`config.mk`:
```
export PLATFORM = sky130hd
export DESIGN_NAME = rx_medida_7o1_flat
export DESIGN_NICKNAME = d
export VERILOG_FILES = /design/src/rtl/rx_medida_7o1_if.sv /design/src/rtl/rx_medida_7o1.sv /design/src/flat_wrapper.sv
export SDC_FILE = /design/constraint.sdc
export NUM_CORES = 1
export LEC_CHECK = 0
export BUFFER_PORTS_ARGS = -buffer_cell sky130_fd_sc_hd__buf_2
export CORE_MARGIN = 2
export CORE_UTILIZATION = 50
export DETAILED_ROUTE_END_ITERATION = 7
export GPL_ROUTABILITY_DRIVEN = 0
export GPL_TIMING_DRIVEN = 0
export PLACE_DENSITY = 0.7
export SYNTH_ARGS = -nofsm -noshare
export SYNTH_HDL_FRONTEND = slang
export SYNTH_SLANG_ARGS = --single-unit
```
`constraint.sdc`:
```
create_clock -name clock -period 5.7 [get_ports clock]
set_input_delay 0.57 -clock clock [delete_from_list [all_inputs] [get_ports clock]]
set_output_delay 0.57 -clock clock [all_outputs]
set_load 0.01 [all_outputs]
```
`src/rtl/rx_medida_7o1_if.sv`:
```
`default_nettype none
// ============================================================================
// Module      : rx_medida_7o1_if
// Description : Bundle between the 7O1 serial distance receiver and its
//               surroundings. The master side drives the serial line and
//               observes the decoded results. The slave side is the
//               receiver itself.
//   entrada_serial  serial line, idle high (master -> slave)
//   dado_recebido   last char accepted without error (7 bit)
//   pronto          1-cycle pulse, char accepted
//   medida          last valid frame, BCD {centena,dezena,unidade}
//   medida_valida   1-cycle pulse when medida updates
//   erro_paridade   1-cycle pulse, parity check failed
//   erro_quadro     1-cycle pulse, stop bit sampled low
//   erro_formato    1-cycle pulse, good char illegal for frame position
//   db_estado       {rx state, 1'b0} for 7-segment debug
// Revision    : 1.0 - initial release
// ============================================================================
interface rx_medida_7o1_if;
    logic        entrada_serial;
    logic [6:0]  dado_recebido;
    logic        pronto;
    logic [11:0] medida;
    logic        medida_valida;
    logic        erro_paridade;
    logic        erro_quadro;
    logic        erro_formato;
    logic [3:0]  db_estado;

    modport master (
        output entrada_serial,
        input  dado_recebido, pronto, medida, medida_valida,
               erro_paridade, erro_quadro, erro_formato, db_estado
    );

    modport slave (
        input  entrada_serial,
        output dado_recebido, pronto, medida, medida_valida,
               erro_paridade, erro_quadro, erro_formato, db_estado
    );
endinterface
`default_nettype wire

```
`src/rtl/rx_medida_7o1.sv`:
```
`default_nettype none
// ============================================================================
// Module      : rx_medida_7o1
// Description : Receiver for the 7O1 ASCII link (7 data bits LSB first, odd
//               parity, 1 stop). It deserialises characters and reassembles
//               the distance frame "<centena><dezena><unidade>#" into a
//               packed 12-bit BCD value.
//   clock       system clock, rising edge
//   reset       synchronous, active-high, clears every register
//   bus         rx_medida_7o1_if.slave (serial in, decoded results out)
// Parameters  : CLKS_POR_BIT clock cycles per bit (>= 4, even)
//               N_CNT        width of the bit-timing counter
// Revision    : 1.0 - initial release
// ============================================================================
module rx_medida_7o1 #(
    parameter int CLKS_POR_BIT = 434,
    parameter int N_CNT        = 9
) (
    input  wire logic        clock,
    input  wire logic        reset,
    rx_medida_7o1_if.slave   bus
);

    localparam logic [N_CNT-1:0] c_meio_m1 = N_CNT'(CLKS_POR_BIT / 2 - 1);
    localparam logic [N_CNT-1:0] c_bit_m1  = N_CNT'(CLKS_POR_BIT - 1);
    localparam logic [6:0]       c_cerquilha = 7'h23;

    typedef enum logic [2:0] {
        S_OCIOSO   = 3'd0,
        S_INICIO   = 3'd1,
        S_DADOS    = 3'd2,
        S_PARIDADE = 3'd3,
        S_PARADA   = 3'd4,
        S_ENTREGA  = 3'd5
    } rx_estado_t;

    typedef enum logic [2:0] {
        F_D0       = 3'd0,
        F_D1       = 3'd1,
        F_D2       = 3'd2,
        F_FIM      = 3'd3,
        F_DESCARTA = 3'd4
    } fr_estado_t;

    // ------------------------------------------------------------------
    // Input synchroniser: the line idles high, so reset to 1 to avoid a
    // false start bit coming out of reset.
    // ------------------------------------------------------------------
    logic r_sync1;
    logic r_sync2;

    always_ff @(posedge clock) begin
        if (reset) begin
            r_sync1 <= 1'b1;
            r_sync2 <= 1'b1;
        end else begin
            r_sync1 <= bus.entrada_serial;
            r_sync2 <= r_sync1;
        end
    end

    // ------------------------------------------------------------------
    // Character receiver
    // ------------------------------------------------------------------
    rx_estado_t       r_rx_estado;
    rx_estado_t       w_rx_prox;
    logic [N_CNT-1:0] r_cnt;
    logic [2:0]       r_bit_idx;
    logic [6:0]       r_shift;
    logic             r_par;
    logic             r_stop;
    logic             w_fim_bit;
    logic             w_par_ok;
    logic             w_pronto;
    logic             w_erro_par;
    logic             w_erro_quadro;

    assign w_fim_bit = (r_cnt == c_bit_m1);

    always_ff @(posedge clock) begin
        if (reset) begin
            r_rx_estado <= S_OCIOSO;
        end else begin
            r_rx_estado <= w_rx_prox;
        end
    end

    always_comb begin
        w_rx_prox = r_rx_estado;
        case (r_rx_estado)
            S_OCIOSO:   if (!r_sync2) w_rx_prox = S_INICIO;
            // Half a bit in: a line back high means a glitch, not a start.
            S_INICIO:   if (r_cnt == c_meio_m1)
                            w_rx_prox = r_sync2 ? S_OCIOSO : S_DADOS;
            S_DADOS:    if (w_fim_bit && (r_bit_idx == 3'd6))
                            w_rx_prox = S_PARIDADE;
            S_PARIDADE: if (w_fim_bit) w_rx_prox = S_PARADA;
            S_PARADA:   if (w_fim_bit) w_rx_prox = S_ENTREGA;
            // Go straight back to idle so the next start bit can arrive
            // during the remaining half of the stop bit.
            S_ENTREGA:  w_rx_prox = S_OCIOSO;
            default:    w_rx_prox = S_OCIOSO;
        endcase
    end

    always_ff @(posedge clock) begin
        if (reset) begin
            r_cnt     <= '0;
            r_bit_idx <= 3'd0;
            r_shift   <= 7'd0;
            r_par     <= 1'b0;
            r_stop    <= 1'b0;
        end else begin
            case (r_rx_estado)
                S_OCIOSO: begin
                    r_cnt     <= '0;
                    r_bit_idx <= 3'd0;
                end
                S_INICIO: begin
                    r_cnt <= (r_cnt == c_meio_m1) ? '0 : r_cnt + N_CNT'(1);
                end
                S_DADOS: begin
                    if (w_fim_bit) begin
                        r_cnt     <= '0;
                        // LSB arrives first: shift in from the top.
                        r_shift   <= {r_sync2, r_shift[6:1]};
                        r_bit_idx <= r_bit_idx + 3'd1;
                    end else begin
                        r_cnt <= r_cnt + N_CNT'(1);
                    end
                end
                S_PARIDADE: begin
                    if (w_fim_bit) begin
                        r_cnt <= '0;
                        r_par <= r_sync2;
                    end else begin
                        r_cnt <= r_cnt + N_CNT'(1);
                    end
                end
                S_PARADA: begin
                    if (w_fim_bit) begin
                        r_cnt  <= '0;
                        r_stop <= r_sync2;
                    end else begin
                        r_cnt <= r_cnt + N_CNT'(1);
                    end
                end
                default: r_cnt <= '0;
            endcase
        end
    end

    // Odd parity: data plus parity bit must hold an odd number of ones.
    // A parity failure outranks a framing failure.
    assign w_par_ok      = ^{r_shift, r_par};
    assign w_pronto      = (r_rx_estado == S_ENTREGA) &&  w_par_ok &&  r_stop;
    assign w_erro_par    = (r_rx_estado == S_ENTREGA) && !w_par_ok;
    assign w_erro_quadro = (r_rx_estado == S_ENTREGA) &&  w_par_ok && !r_stop;

    logic [6:0] r_dado;

    always_ff @(posedge clock) begin
        if (reset) begin
            r_dado <= 7'd0;
        end else if (w_pronto) begin
            r_dado <= r_shift;
        end
    end

    // ------------------------------------------------------------------
    // Frame assembler, stepped by accepted characters and receive errors
    // ------------------------------------------------------------------
    fr_estado_t  r_fr_estado;
    fr_estado_t  w_fr_prox;
    logic        w_eh_digito;
    logic        w_eh_cerq;
    logic        w_carrega;
    logic        w_commit;
    logic        w_fmt;
    logic [11:0] r_staging;
    logic [11:0] r_medida;
    logic        r_medida_valida;
    logic        r_erro_formato;

    assign w_eh_digito = (r_shift >= 7'h30) && (r_shift <= 7'h39);
    assign w_eh_cerq   = (r_shift == c_cerquilha);

    always_ff @(posedge clock) begin
        if (reset) begin
            r_fr_estado <= F_D0;
        end else begin
            r_fr_estado <= w_fr_prox;
        end
    end

    always_comb begin
        w_fr_prox = r_fr_estado;
        w_carrega = 1'b0;
        w_commit  = 1'b0;
        w_fmt     = 1'b0;
        if (w_erro_par || w_erro_quadro) begin
            w_fr_prox = F_DESCARTA;
        end else if (w_pronto) begin
            case (r_fr_estado)
                F_D0, F_D1, F_D2: begin
                    if (w_eh_digito) begin
                        w_carrega = 1'b1;
                        case (r_fr_estado)
                            F_D0:    w_fr_prox = F_D1;
                            F_D1:    w_fr_prox = F_D2;
                            default: w_fr_prox = F_FIM;
                        endcase
                    end else if (w_eh_cerq) begin
                        // A short frame: '#' is still a valid resync point.
                        w_fmt     = 1'b1;
                        w_fr_prox = F_D0;
                    end else begin
                        w_fmt     = 1'b1;
                        w_fr_prox = F_DESCARTA;
                    end
                end
                F_FIM: begin
                    if (w_eh_cerq) begin
                        w_commit  = 1'b1;
                        w_fr_prox = F_D0;
                    end else begin
                        w_fmt     = 1'b1;
                        w_fr_prox = F_DESCARTA;
                    end
                end
                F_DESCARTA: if (w_eh_cerq) w_fr_prox = F_D0;
                default:    w_fr_prox = F_D0;
            endcase
        end
    end

    always_ff @(posedge clock) begin
        if (reset) begin
            r_staging       <= 12'd0;
            r_medida        <= 12'd0;
            r_medida_valida <= 1'b0;
            r_erro_formato  <= 1'b0;
        end else begin
            // For an ASCII digit, char - 0x30 is simply its low nibble.
            if (w_carrega) begin
                case (r_fr_estado)
                    F_D0:    r_staging[11:8] <= r_shift[3:0];
                    F_D1:    r_staging[7:4]  <= r_shift[3:0];
                    default: r_staging[3:0]  <= r_shift[3:0];
                endcase
            end
            if (w_commit) begin
                r_medida <= r_staging;
            end
            r_medida_valida <= w_commit;
            r_erro_formato  <= w_fmt;
        end
    end

    // ------------------------------------------------------------------
    // Outputs
    // ------------------------------------------------------------------
    assign bus.dado_recebido = r_dado;
    assign bus.pronto        = w_pronto;
    assign bus.erro_paridade = w_erro_par;
    assign bus.erro_quadro   = w_erro_quadro;
    assign bus.medida        = r_medida;
    assign bus.medida_valida = r_medida_valida;
    assign bus.erro_formato  = r_erro_formato;
    assign bus.db_estado     = {r_rx_estado, 1'b0};

endmodule
`default_nettype wire
```
`src/flat_wrapper.sv`:
```
// flat-port wrapper written by rule: the top's interface ports become plain ports
module rx_medida_7o1_flat 
#(
    parameter int CLKS_POR_BIT = 434,
    parameter int N_CNT        = 9
)
  (clock, reset, bus_entrada_serial, bus_dado_recebido, bus_pronto, bus_medida, bus_medida_valida, bus_erro_paridade, bus_erro_quadro, bus_erro_formato, bus_db_estado);
  rx_medida_7o1_if bus_i ();
  input  wire logic clock;
  input  wire logic reset;
  input wire logic [$bits(bus_i.entrada_serial)-1:0] bus_entrada_serial;
  output wire logic [$bits(bus_i.dado_recebido)-1:0] bus_dado_recebido;
  output wire logic [$bits(bus_i.pronto)-1:0] bus_pronto;
  output wire logic [$bits(bus_i.medida)-1:0] bus_medida;
  output wire logic [$bits(bus_i.medida_valida)-1:0] bus_medida_valida;
  output wire logic [$bits(bus_i.erro_paridade)-1:0] bus_erro_paridade;
  output wire logic [$bits(bus_i.erro_quadro)-1:0] bus_erro_quadro;
  output wire logic [$bits(bus_i.erro_formato)-1:0] bus_erro_formato;
  output wire logic [$bits(bus_i.db_estado)-1:0] bus_db_estado;
  assign bus_i.entrada_serial = bus_entrada_serial;
  assign bus_dado_recebido = bus_i.dado_recebido;
  assign bus_pronto = bus_i.pronto;
  assign bus_medida = bus_i.medida;
  assign bus_medida_valida = bus_i.medida_valida;
  assign bus_erro_paridade = bus_i.erro_paridade;
  assign bus_erro_quadro = bus_i.erro_quadro;
  assign bus_erro_formato = bus_i.erro_formato;
  assign bus_db_estado = bus_i.db_estado;
  rx_medida_7o1 #(.CLKS_POR_BIT(CLKS_POR_BIT), .N_CNT(N_CNT)) u_core (.clock(clock), .reset(reset), .bus(bus_i));
endmodule
```
==> metrics list <==
- The critical path goes through inv_1 -> ha_1 -> xnor3_2 -> xor2_2 -> nand3_4 -> clkinv_1 -> buf_2.
* DR iter-0 viols: 72
- Clock latency on the worst-skew pair, taken at its later pin, is 340 ps.
* Area fraction of the dominant cell type after synthesis: between 40% and 50%
- The final number of max-transition violations was 0.
- The slowest stage of the critical path is the sky130_fd_sc_hd__dfxtp_1 cell.
* Outcome: finished, final reports clean
* Die extent in y: about 80 um
- Yosys printed 0 warnings.
- Among all flip-flop cells after synthesis, the most frequent one is sky130_fd_sc_hd__dfxtp_1.
- Worst setup EP type: primary output
- Element type at the critical path start: register
- Post-synth EDFFs: 0
* Die Wd: 80.25 um
- For this run, the slowest stage of the critical path takes between 400 and 500 ps.
- Final #Nets: roughly 360
- Maximum clock frequency: approximately 0.33 GHz
- Subtracting the final worst setup slack from the clock period gives between 3000 and 4000 ps.
* Synth Net Count: 323
- The commonest cells after synthesis are sky130_fd_sc_hd__dfxtp_1 (62), sky130_fd_sc_hd__nor2_1 (41), sky130_fd_sc_hd__mux2i_1 (30).
* Ranking of synthesized cells by area: sky130_fd_sc_hd__dfxtp_1 (43%), sky130_fd_sc_hd__mux2i_1 (10%), sky130_fd_sc_hd__nor2_1 (5.3%), sky130_fd_sc_hd__ha_1 (3.9%), sky130_fd_sc_hd__nand2b_1 (3.7%)
- After legalization and detailed placement, the total HPWL measured between 4000 and 5000 um.
- Final cell area excluding filler cells: between 3000 and 4000 sq um
- Summing all placed instances gives a cell area of 3137 sq um.
* Hold buffer count at CTS: 0
* Req. time, crit path: a little over 5000 ps
* TritonCTS Sinks: between 60 and 70
- Area inside the core boundary: between 5000 and 6000 sq um
- For the final routed database, the setup TNS stands at 0 ps.
* Final-layout worst hold slack: approximately 400 ps
- The completed layout was analyzed and its total power is 0.8800 mW.
- Power spread over the standard cell area amounts to 263.7 nW/um^2.
- Port buffering added 28 buffers.
* Total via count after detailed routing: around 2.2k
* First-pass GRT wire length: between 9000 and 10,000 um
- On the critical path the largest part of the delay comes from XOR/XNOR gates.
- Worst path buffer plus inverter count: 3
* Maximum clock insertion buffer count: 2
* Cell at the root of the clock tree: sky130_fd_sc_hd__clkbuf_8
- The path with the worst hold slack has its endpoint at u_core.r_sync2$_SDFF_PP1_.
- STA puts the critical path data arrival time at around 2400 ps.
- H-tree depth: 3
- Synthesis produced approximately 310 cells.
- The initialized floorplan defines 27 standard-cell rows.
* Synth Cell Area: a little under 3000 sq um
- After synthesis, the share of flip-flops with an asynchronous set or reset is 0%.
- Of all cell types, the one taking the most synthesized area is sky130_fd_sc_hd__dfxtp_1.
* Classification of the worst-slack hold path: register to register
- The clock arrives with roughly 11 ps of skew.
- Type of the worst setup path: register to primary output
- After detailed routing, the number of remaining DRC violations is 0.
- Counting the fill cells in the layout gives a little over 500.
* Pre-Repair DR Iteration Count: 4
- In the final routed layout, each cell accounts on average for 13.32 um.
- After layout, the worst path uses between 50 and 60% of the clock period.
* Final Hold Vio Count: 0
- The tool flagged a number of max-cap violations equal to 0.
- In this run the critical register-to-register path is captured at u_core.r_staging[1]$_SDFFE_PP0P_.
* Maximum VDD drop: 0.1858 mV
- Dividing the detail-routed via count by the number of cells gives 5.178.
- Number of endpoints failing setup at the final stage: 0
* Aggregate global-route resource usage: between 10% and 20%
- Leakage component of the power: 1.287 nW
* Starting utilization of the core area: 52.14%
* CTS Buf Count: 9
* Clock transition time at the flip-flop clock pins of the worst setup and hold paths: 70 ps
* P&R area growth vs syn: 14.81%
- Start point of the worst hold path: u_core.r_sync1$_SDFF_PP1_
* Congestion Overflow GR: 0
- Number of global-route vias before repair: around 2.0k
- Ratio of cells with drive above 1 in the final layout: between 15 and 20%
- Post-CTS resize count: 0
- After synthesis, flip-flops and latches occupy a little over two fifths of the total area.
- The initial antenna violation count came to 0.
* Io pins: 31
- The startpoint identified for the worst register-to-register timing path is u_core.r_shift[6]$_SDFFE_PP0P_.
- Number of cell instances on the worst register-to-register path: 7
- Counting flops and latches in the post-synthesis netlist gives 62.
- Maximum number of pins on one net before global-route repair: 12
- Number of setup buffers added after CTS: 0
* Die area: about 6400 sq um
- Unrepaired setup endpoints after global routing: no
- The number of different library cells used by synthesis comes to 49.
* Worst Hold Path Cells: 1
- Largest driver fanout on the critical path: 9
* Flop2flop setup slack: about 3200 ps
- For this block, the routed nets add up to approximately 5700 um of wire.
- TritonCTS built the clock tree.
* Number of antenna diodes: 0
- Measured against its own limit, the worst slew margin works out to a little over 60%.
- Average instance area after synthesis: slightly above 9 sq um
- The detail route stage leaves a number of antenna-violating nets equal to 0.
- Most used standard cell by instance count after synthesis: sky130_fd_sc_hd__dfxtp_1
- Actual slew at the worst max-slew pin: about 570 ps
## through the flow
stage | std cells | setup slack (ps) | utilization (%)
global placement | 411 | 3059 | 56.27
global route | 427 | 2557 | 59.87
finish | 427 | 2690 | 59.87
CTS | 427 | 2668 | 59.87
floorplan | 311 | 3416 | -
detailed placement | 411 | 3049 | 56.27
## worst max-delay path by stage
stage	from	cells past startpoint	endpoint
2_1_floorplan	u_core.r_shift[6]$_SDFFE_PP0P_	6	bus_pronto
6_report	u_core.r_shift[6]$_SDFFE_PP0P_	7	bus_pronto
3_5_place_dp	u_core.r_shift[6]$_SDFFE_PP0P_	7	bus_pronto
4_1_cts	u_core.r_shift[6]$_SDFFE_PP0P_	7	bus_pronto
5_1_grt	u_core.r_shift[6]$_SDFFE_PP0P_	7	bus_pronto
3_3_place_gp	u_core.r_shift[6]$_SDFFE_PP0P_	7	bus_pronto
## registers in the layout, summed over array words and instances (netlist names)
register	cells
u_core.r_sync2	1
u_core.r_rx_estado	3
u_core.r_staging	12
u_core.r_fr_estado	3
u_core.r_sync1	1
u_core.r_stop	1
u_core.bus.erro_formato	1
u_core.bus.medida_valida	1
u_core.r_bit_idx	3
u_core.r_cnt	9
u_core.bus.medida	12
u_core.r_shift	7
u_core.r_par	1
u_core.bus.dado_recebido	7
## cells in the final DEF (no fill, tap or decap), types with 9 or more instances in the layout
cell type,Yosys,layout
sky130_fd_sc_hd__nand2b_1,17,17
sky130_fd_sc_hd__a21oi_1,17,17
sky130_fd_sc_hd__ha_1,9,9
sky130_fd_sc_hd__nand3_1,9,9
sky130_fd_sc_hd__nor2_1,41,41
sky130_fd_sc_hd__buf_2,1,29
sky130_fd_sc_hd__dfxtp_1,62,62
sky130_fd_sc_hd__mux2i_1,30,30
sky130_fd_sc_hd__nand2_1,24,24
sky130_fd_sc_hd__clkbuf_8,0,10
sky130_fd_sc_hd__clkbuf_1,13,14
## area by class of cell
class | count | area [sq um] | share of cell area (%)
inverter | 9 | 33.78 | 1.012
buffer | 16 | 72.57 | 2.175
timing repair buffer | 28 | 140.1 | 4.199
clock inverter | 5 | 58.81 | 1.762
tap | 72 | 90.09 | 2.700
clock buffer | 11 | 141.4 | 4.237
multi-input combinational | 224 | 1559 | 46.72
sequential | 62 | 1241 | 37.20
## layer usage
layer,vias to the layer above,track usage [%],wire length [um]
li1,1146,-,-
met1,1013,27.45,2891
met2,48,27.75,2505
met3,4,6.517,253
met4,0,6.102,37
met5,-,0,0
## report_power, final
part           internal (mW)  leakage [nW]  switching (mW)  total, mW
Combinational         0.0202         0.692          0.0312     0.0514
Sequential             0.437         0.500         0.00460      0.442
Clock                  0.214        0.0955           0.173      0.387
Total                  0.671          1.29           0.209      0.880
## kinds of logic (layout without fill, tap and decap cells)
group / Yosys count / in the layout / share of synthesized area (%)
simple gates: 136 / 136 / 26.86
flops: 62 / 62 / 42.70
compound gates: 36 / 36 / 8.050
mux: 30 / 30 / 10.33
buf+inv: 25 / 69 / 3.659
xor+xnor: 12 / 12 / 4.391
fa+ha+maj: 9 / 9 / 3.874
other cells: 1 / 1 / 0.1290
Note: power is estimated with default switching activity, not from simulation.
